File: src/rtl/nand_chain_pkg.sv
// Shared definitions for the NAND-chain sequencer: FSM state encoding and
// default parameter values.
package nand_chain_pkg;

  // Width of the sequencer state register
  localparam int STATE_W = 3;

  // Default operand width and completed-operation counter width
  localparam int DEFAULT_WIDTH = 1;
  localparam int DEFAULT_CNT_W = 8;

  // Sequencer states: capture, three NAND steps, then result presentation
  typedef enum logic [STATE_W-1:0] {
    IDLE  = 3'd0,
    S_E   = 3'd1,
    S_F   = 3'd2,
    S_G   = 3'd3,
    S_OUT = 3'd4
  } state_t;

endpackage

File: src/rtl/nand_chain_seq_nand2_unit.sv
// Bitwise 2-input NAND, purely combinational. The sequencer owns exactly one
// instance and time-multiplexes it across the three chain stages.
module nand2_unit #(
  parameter int WIDTH = 1
) (
  input  logic [WIDTH-1:0] x0,
  input  logic [WIDTH-1:0] x1,
  output logic [WIDTH-1:0] y
);

  // One NAND gate per bit lane; lanes never interact
  genvar gi;
  generate
    for (gi = 0; gi < WIDTH; gi = gi + 1) begin : g_lane
      assign y[gi] = ~(x0[gi] & x1[gi]);
    end
  endgenerate

endmodule

File: src/rtl/nand_chain_seq.sv
// Resource-shared evaluation of G = ~(~(~(A&B)&C)&D).
// One nand2_unit is reused over three cycles (S_E, S_F, S_G); operands come
// in and the result goes out over valid/ready handshakes.
// Optional build macro NAND_CHAIN_STEP_EN adds a 'step' input that gates
// progress through S_E/S_F/S_G for single-stepping on the lab board.
module nand_chain_seq
  import nand_chain_pkg::*;
#(
  parameter int WIDTH = DEFAULT_WIDTH,
  parameter int CNT_W = DEFAULT_CNT_W
) (
  input  logic             clk,
  input  logic             rst,
`ifdef NAND_CHAIN_STEP_EN
  input  logic             step,
`endif
  input  logic             in_valid,
  output logic             in_ready,
  input  logic [WIDTH-1:0] a,
  input  logic [WIDTH-1:0] b,
  input  logic [WIDTH-1:0] c,
  input  logic [WIDTH-1:0] d,
  output logic             out_valid,
  input  logic             out_ready,
  output logic [WIDTH-1:0] g,
  output logic [WIDTH-1:0] e,
  output logic [WIDTH-1:0] f,
  output logic             busy,
  output logic [CNT_W-1:0] op_count
);

  localparam logic [CNT_W-1:0] CNT_ONE = {{(CNT_W-1){1'b0}}, 1'b1};

  state_t           state_reg;
  logic [WIDTH-1:0] a_reg, b_reg, c_reg, d_reg;
  logic [WIDTH-1:0] e_reg, f_reg, g_reg;
  logic [CNT_W-1:0] op_count_reg;
  logic             in_ready_reg;
  logic             out_valid_reg;
  logic             busy_reg;

  logic [WIDTH-1:0] nand_x0_next, nand_x1_next;
  logic [WIDTH-1:0] nand_y;
  logic             advance;

  // Stage-advance qualifier for S_E/S_F/S_G
`ifdef NAND_CHAIN_STEP_EN
  assign advance = step;
`else
  assign advance = 1'b1;
`endif

  // Route the operands of the active stage into the shared NAND; zero when idle
  always_comb begin
    nand_x0_next = '0;
    nand_x1_next = '0;
    case (state_reg)
      S_E: begin
        nand_x0_next = a_reg;
        nand_x1_next = b_reg;
      end
      S_F: begin
        nand_x0_next = e_reg;
        nand_x1_next = c_reg;
      end
      S_G: begin
        nand_x0_next = f_reg;
        nand_x1_next = d_reg;
      end
      default: begin
        nand_x0_next = '0;
        nand_x1_next = '0;
      end
    endcase
  end

  nand2_unit #(
    .WIDTH(WIDTH)
  ) u_nand (
    .x0(nand_x0_next),
    .x1(nand_x1_next),
    .y (nand_y)
  );

  // Sequencer FSM with registered handshake/status outputs and data path
  always_ff @(posedge clk) begin
    if (rst) begin
      state_reg     <= IDLE;
      a_reg         <= '0;
      b_reg         <= '0;
      c_reg         <= '0;
      d_reg         <= '0;
      e_reg         <= '0;
      f_reg         <= '0;
      g_reg         <= '0;
      op_count_reg  <= '0;
      in_ready_reg  <= 1'b1;
      out_valid_reg <= 1'b0;
      busy_reg      <= 1'b0;
    end else begin
      case (state_reg)
        IDLE: begin
          // Operands are sampled only on the accepting edge
          if (in_valid && in_ready_reg) begin
            a_reg        <= a;
            b_reg        <= b;
            c_reg        <= c;
            d_reg        <= d;
            state_reg    <= S_E;
            in_ready_reg <= 1'b0;
            busy_reg     <= 1'b1;
          end
        end
        S_E: begin
          if (advance) begin
            e_reg     <= nand_y;
            state_reg <= S_F;
          end
        end
        S_F: begin
          if (advance) begin
            f_reg     <= nand_y;
            state_reg <= S_G;
          end
        end
        S_G: begin
          if (advance) begin
            g_reg         <= nand_y;
            state_reg     <= S_OUT;
            busy_reg      <= 1'b0;
            out_valid_reg <= 1'b1;
          end
        end
        S_OUT: begin
          // Result registers are untouched here, so they hold during a stall
          if (out_ready) begin
            op_count_reg  <= op_count_reg + CNT_ONE;
            state_reg     <= IDLE;
            out_valid_reg <= 1'b0;
            in_ready_reg  <= 1'b1;
          end
        end
        default: begin
          state_reg     <= IDLE;
          in_ready_reg  <= 1'b1;
          out_valid_reg <= 1'b0;
          busy_reg      <= 1'b0;
        end
      endcase
    end
  end

  assign in_ready  = in_ready_reg;
  assign out_valid = out_valid_reg;
  assign busy      = busy_reg;
  assign e         = e_reg;
  assign f         = f_reg;
  assign g         = g_reg;
  assign op_count  = op_count_reg;

endmodule

File: config.mk
export PLATFORM = sky130hd
export DESIGN_NAME = nand_chain_seq
export DESIGN_NICKNAME = d
export VERILOG_FILES = /design/src/rtl/nand_chain_pkg.sv /design/src/rtl/nand_chain_seq_nand2_unit.sv /design/src/rtl/nand_chain_seq.sv
export SDC_FILE = /design/constraint.sdc
export NUM_CORES = 1
export LEC_CHECK = 0
export ABC_AREA = 0
export CAP_MARGIN = 10
export CORE_MARGIN = 5
export CORE_UTILIZATION = 59
export CTS_CLUSTER_DIAMETER = 150
export DETAILED_ROUTE_END_ITERATION = 7
export DONT_BUFFER_PORTS = 1
export PLACE_DENSITY = 0.75
export SYNTH_ARGS = -nofsm -noshare
export SYNTH_HDL_FRONTEND = slang
export SYNTH_SLANG_ARGS = --single-unit
export TNS_END_PERCENT = 10
File: constraint.sdc
create_clock -name clk -period 1.72 [get_ports clk]
set_clock_uncertainty 0.15 [all_clocks]
set_input_delay 0.086 -clock clk [delete_from_list [all_inputs] [get_ports clk]]
set_output_delay 0.086 -clock clk [all_outputs]
set_load 0.05 [all_outputs]
==> results.yml <==
setup_path:
  arrival_ns: 1.66
  regToRegSetupSlack_ns: 0.12
  worstPathMaxFanout: 6
  worst_setup_path_start_kind: "flip-flop"
  required_ns: 1.78
  path_class: "flip-flop to flip-flop"
  endpoint_kind: "flip-flop"
clock_tree:
  cts-root-buf: "clkbuf_4"
  cts_num_sinks: 21
  cts_tree: "built"
  clkTransAtPathRegs_ns: 0.12
  clkLatencyLatePin_ns: 0.31
  postCtsSetupBuffers: 0
  htreeDepth: 1
  cts_buffers: 3
  clockBufferDepth: 2
pwr:
  peakVddDrop_mv: 0.776
  power.density_nw_per_um2: 920
  leakage_nw: 0.454
sta:
  drv_slew: 0
  finalCritPeriodShare_pct: 92.8
  clock.fmax_mhz: 627
  period_needed_ns: 1.60
  tightest_slew_ns: 0.794
  rsz0062_at_grt: "no"
  setup_slack_ns: 0.124
  setup-violations-final: 0
  finalHoldViolCount: 0
  max-slew-margin-rel_pct: 46.9
  whs_ns: 0.0759
route:
  num_vias: 868
  ant_nets: 0
  drc_errors: 0
  drt-initial-drc-count: 11
  wl_met3_um: 126
  wirelength_um: 2080
  vias_per_cell: 6.07
  wl_met2_um: 1070
  wl_per_cell_um: 14.6
  firstDrtPassIters: 4
  met1_length_um: 842
  highest_layer: "met4"
finish:
  n_fill_cell: 119
  fin_nets: 137
  syn_to_final_growth_pct: 23.7
  fin_area_um2: 1160
  utilization_pct: 76.7
  drive_gt1_share_pct: 22.8
  n_antenna_cell: 0
  multi_input_area_um2: 473
  largest_reg_flops: 8
  regArea_um2: 423
outcome:
  run_status: "completed"
synthesis:
  synthTopCellsByArea: "dfxtp_1, a21oi_1, nand3_1, o21ai_0, nor2_1"
  synth_edf_count: 0
  avgSynthCellArea_um2: 8.99
  yosys_warnings: 0
  synth_ff_type: "dfxtp_1"
  yosys.area.top_type: "dfxtp_1"
  yosys.cell_count.top_type: "dfxtp_1"
  netlist_area_um2: 935
  synth_common_cells: "dfxtp_1, a21oi_1, nor2_1, nand3_1, o21ai_0"
  seq_area_frac_synth_pct: 45.0
  async_flop_share_pct: 0
  synthDistinctLibCells: 34
  syn_nets: 113
  syn_inst: 104
  synth_seq_cells: 21
  synth_top_area_share_pct: 45.0
grt:
  antenna_found_initial: 0
  grt-ovfl-total: 0
  grt_start_max_net_pins: 23
  grt_use_total_pct: 18.1
  grt_pass1_wl_um: 3480
  grt_pass1_vias: 796
placement:
  place.gp.congestion: 0.771
  place_area_um2: 1060
  io_buffers: 0
  pre_cts_slack_ns: 0.141
  place_hpwl_um: 1380
job:
  cap_violations: 0
floorplanning:
  io_pins: 22
  die_w_um: 49.8
  core_area_um2: 1510
  die_y_um: 49.8
  die-area_um2: 2480
  rows: 14
  start_util_pct: 62.0
hold_path:
  hp-class: "primary input to flip-flop"
## per-stage QoR
| stage | instances | power (mW) | TNS [ns] |
|---|---|---|---|
| floorplan | 104 | 0.743 | -0.0415 |
| global placement | 132 | 0.797 | 0 |
| detailed placement | 132 | 0.803 | 0 |
| CTS | 143 | 1.06 | 0 |
| global route | 143 | 1.12 | 0 |
| finish | 143 | 1.06 | 0 |
## layout make-up
| type | instances | share of cell area (%) |
|---|---|---|
| multi-input combinational | 75 | 40.9 |
| sequential | 21 | 36.6 |
| clock inverter | 1 | 0.433 |
| clock buffer | 3 | 1.95 |
| inverter | 2 | 0.649 |
| tap | 16 | 1.73 |
| timing repair buffer | 25 | 17.7 |
## what timing repair did
action,CTS,global route
resized for setup,0,0
endpoints found under the hold margin,21,0
hold buffers,7,0
## power by group
part           internal [mW]  total, mW  switching (mW)
registers              0.522      0.549          0.0269
logic                  0.108      0.274           0.166
clock network         0.0869      0.241           0.154
total                  0.717       1.06           0.347
## routing by layer
layer | GRT usage (%) | vias to the layer above
li1 | - | 430
met1 | 20.6 | 401
met2 | 30.7 | 32
met3 | 3.92 | 5
met4 | 10.0 | 0
met5 | 0 | -
## placed cells by master, fill, tap and decap left out
cell,instances
and4_1,1
mux2_2,1
dlygate4sd3_1,7
clkbuf_4,3
o21ai_0,8
nand2_1,1
or2_2,2
nor3b_1,1
nor4b_1,1
o31ai_1,2
a21oi_1,14
nor2b_1,1
nor2_1,9
buf_4,18
ha_1,1
dfxtp_1,19
clkinv_2,1
a211o_1,1
a2bb2oi_1,1
nand3_1,8
or3_1,3
nand4bb_4,1
nand3b_1,1
or3b_2,1
dfxtp_2,2
o21bai_1,1
or4_1,2
and3b_1,2
mux2i_1,1
a311oi_1,2
nand4_1,1
xor2_1,1
inv_1,2
xnor2_1,1
nor3_1,5
nor4_1,1
## path summary, 6_finish.rpt
kind                            depth (start not counted)          end          from
worst max register to register                          3  op_count[7]  state_reg[0]
worst min register to register                          1            e         a_reg
worst min-delay path                                    3        c_reg      in_valid
worst max-delay path                                    3  op_count[7]  state_reg[0]
## kinds of logic (layout without fill, tap and decap cells)
logic type | after synthesis | in the layout | synth area share, %
mux | 2 | 2 | 2.28
flops | 21 | 21 | 45.0
buf+inv | 8 | 31 | 4.42
compound gates | 29 | 29 | 17.9
fa+ha+maj | 1 | 1 | 1.34
simple gates | 41 | 41 | 27.2
xor+xnor | 2 | 2 | 1.87
## worst max-delay path, stage by stage (launching register included)
cell,delay [ns]
dfxtp_1,0.37
or2_2,0.32
nor4_1,0.30
mux2_2,0.36
No activity file was read; power rests on OpenSTA's default activity.
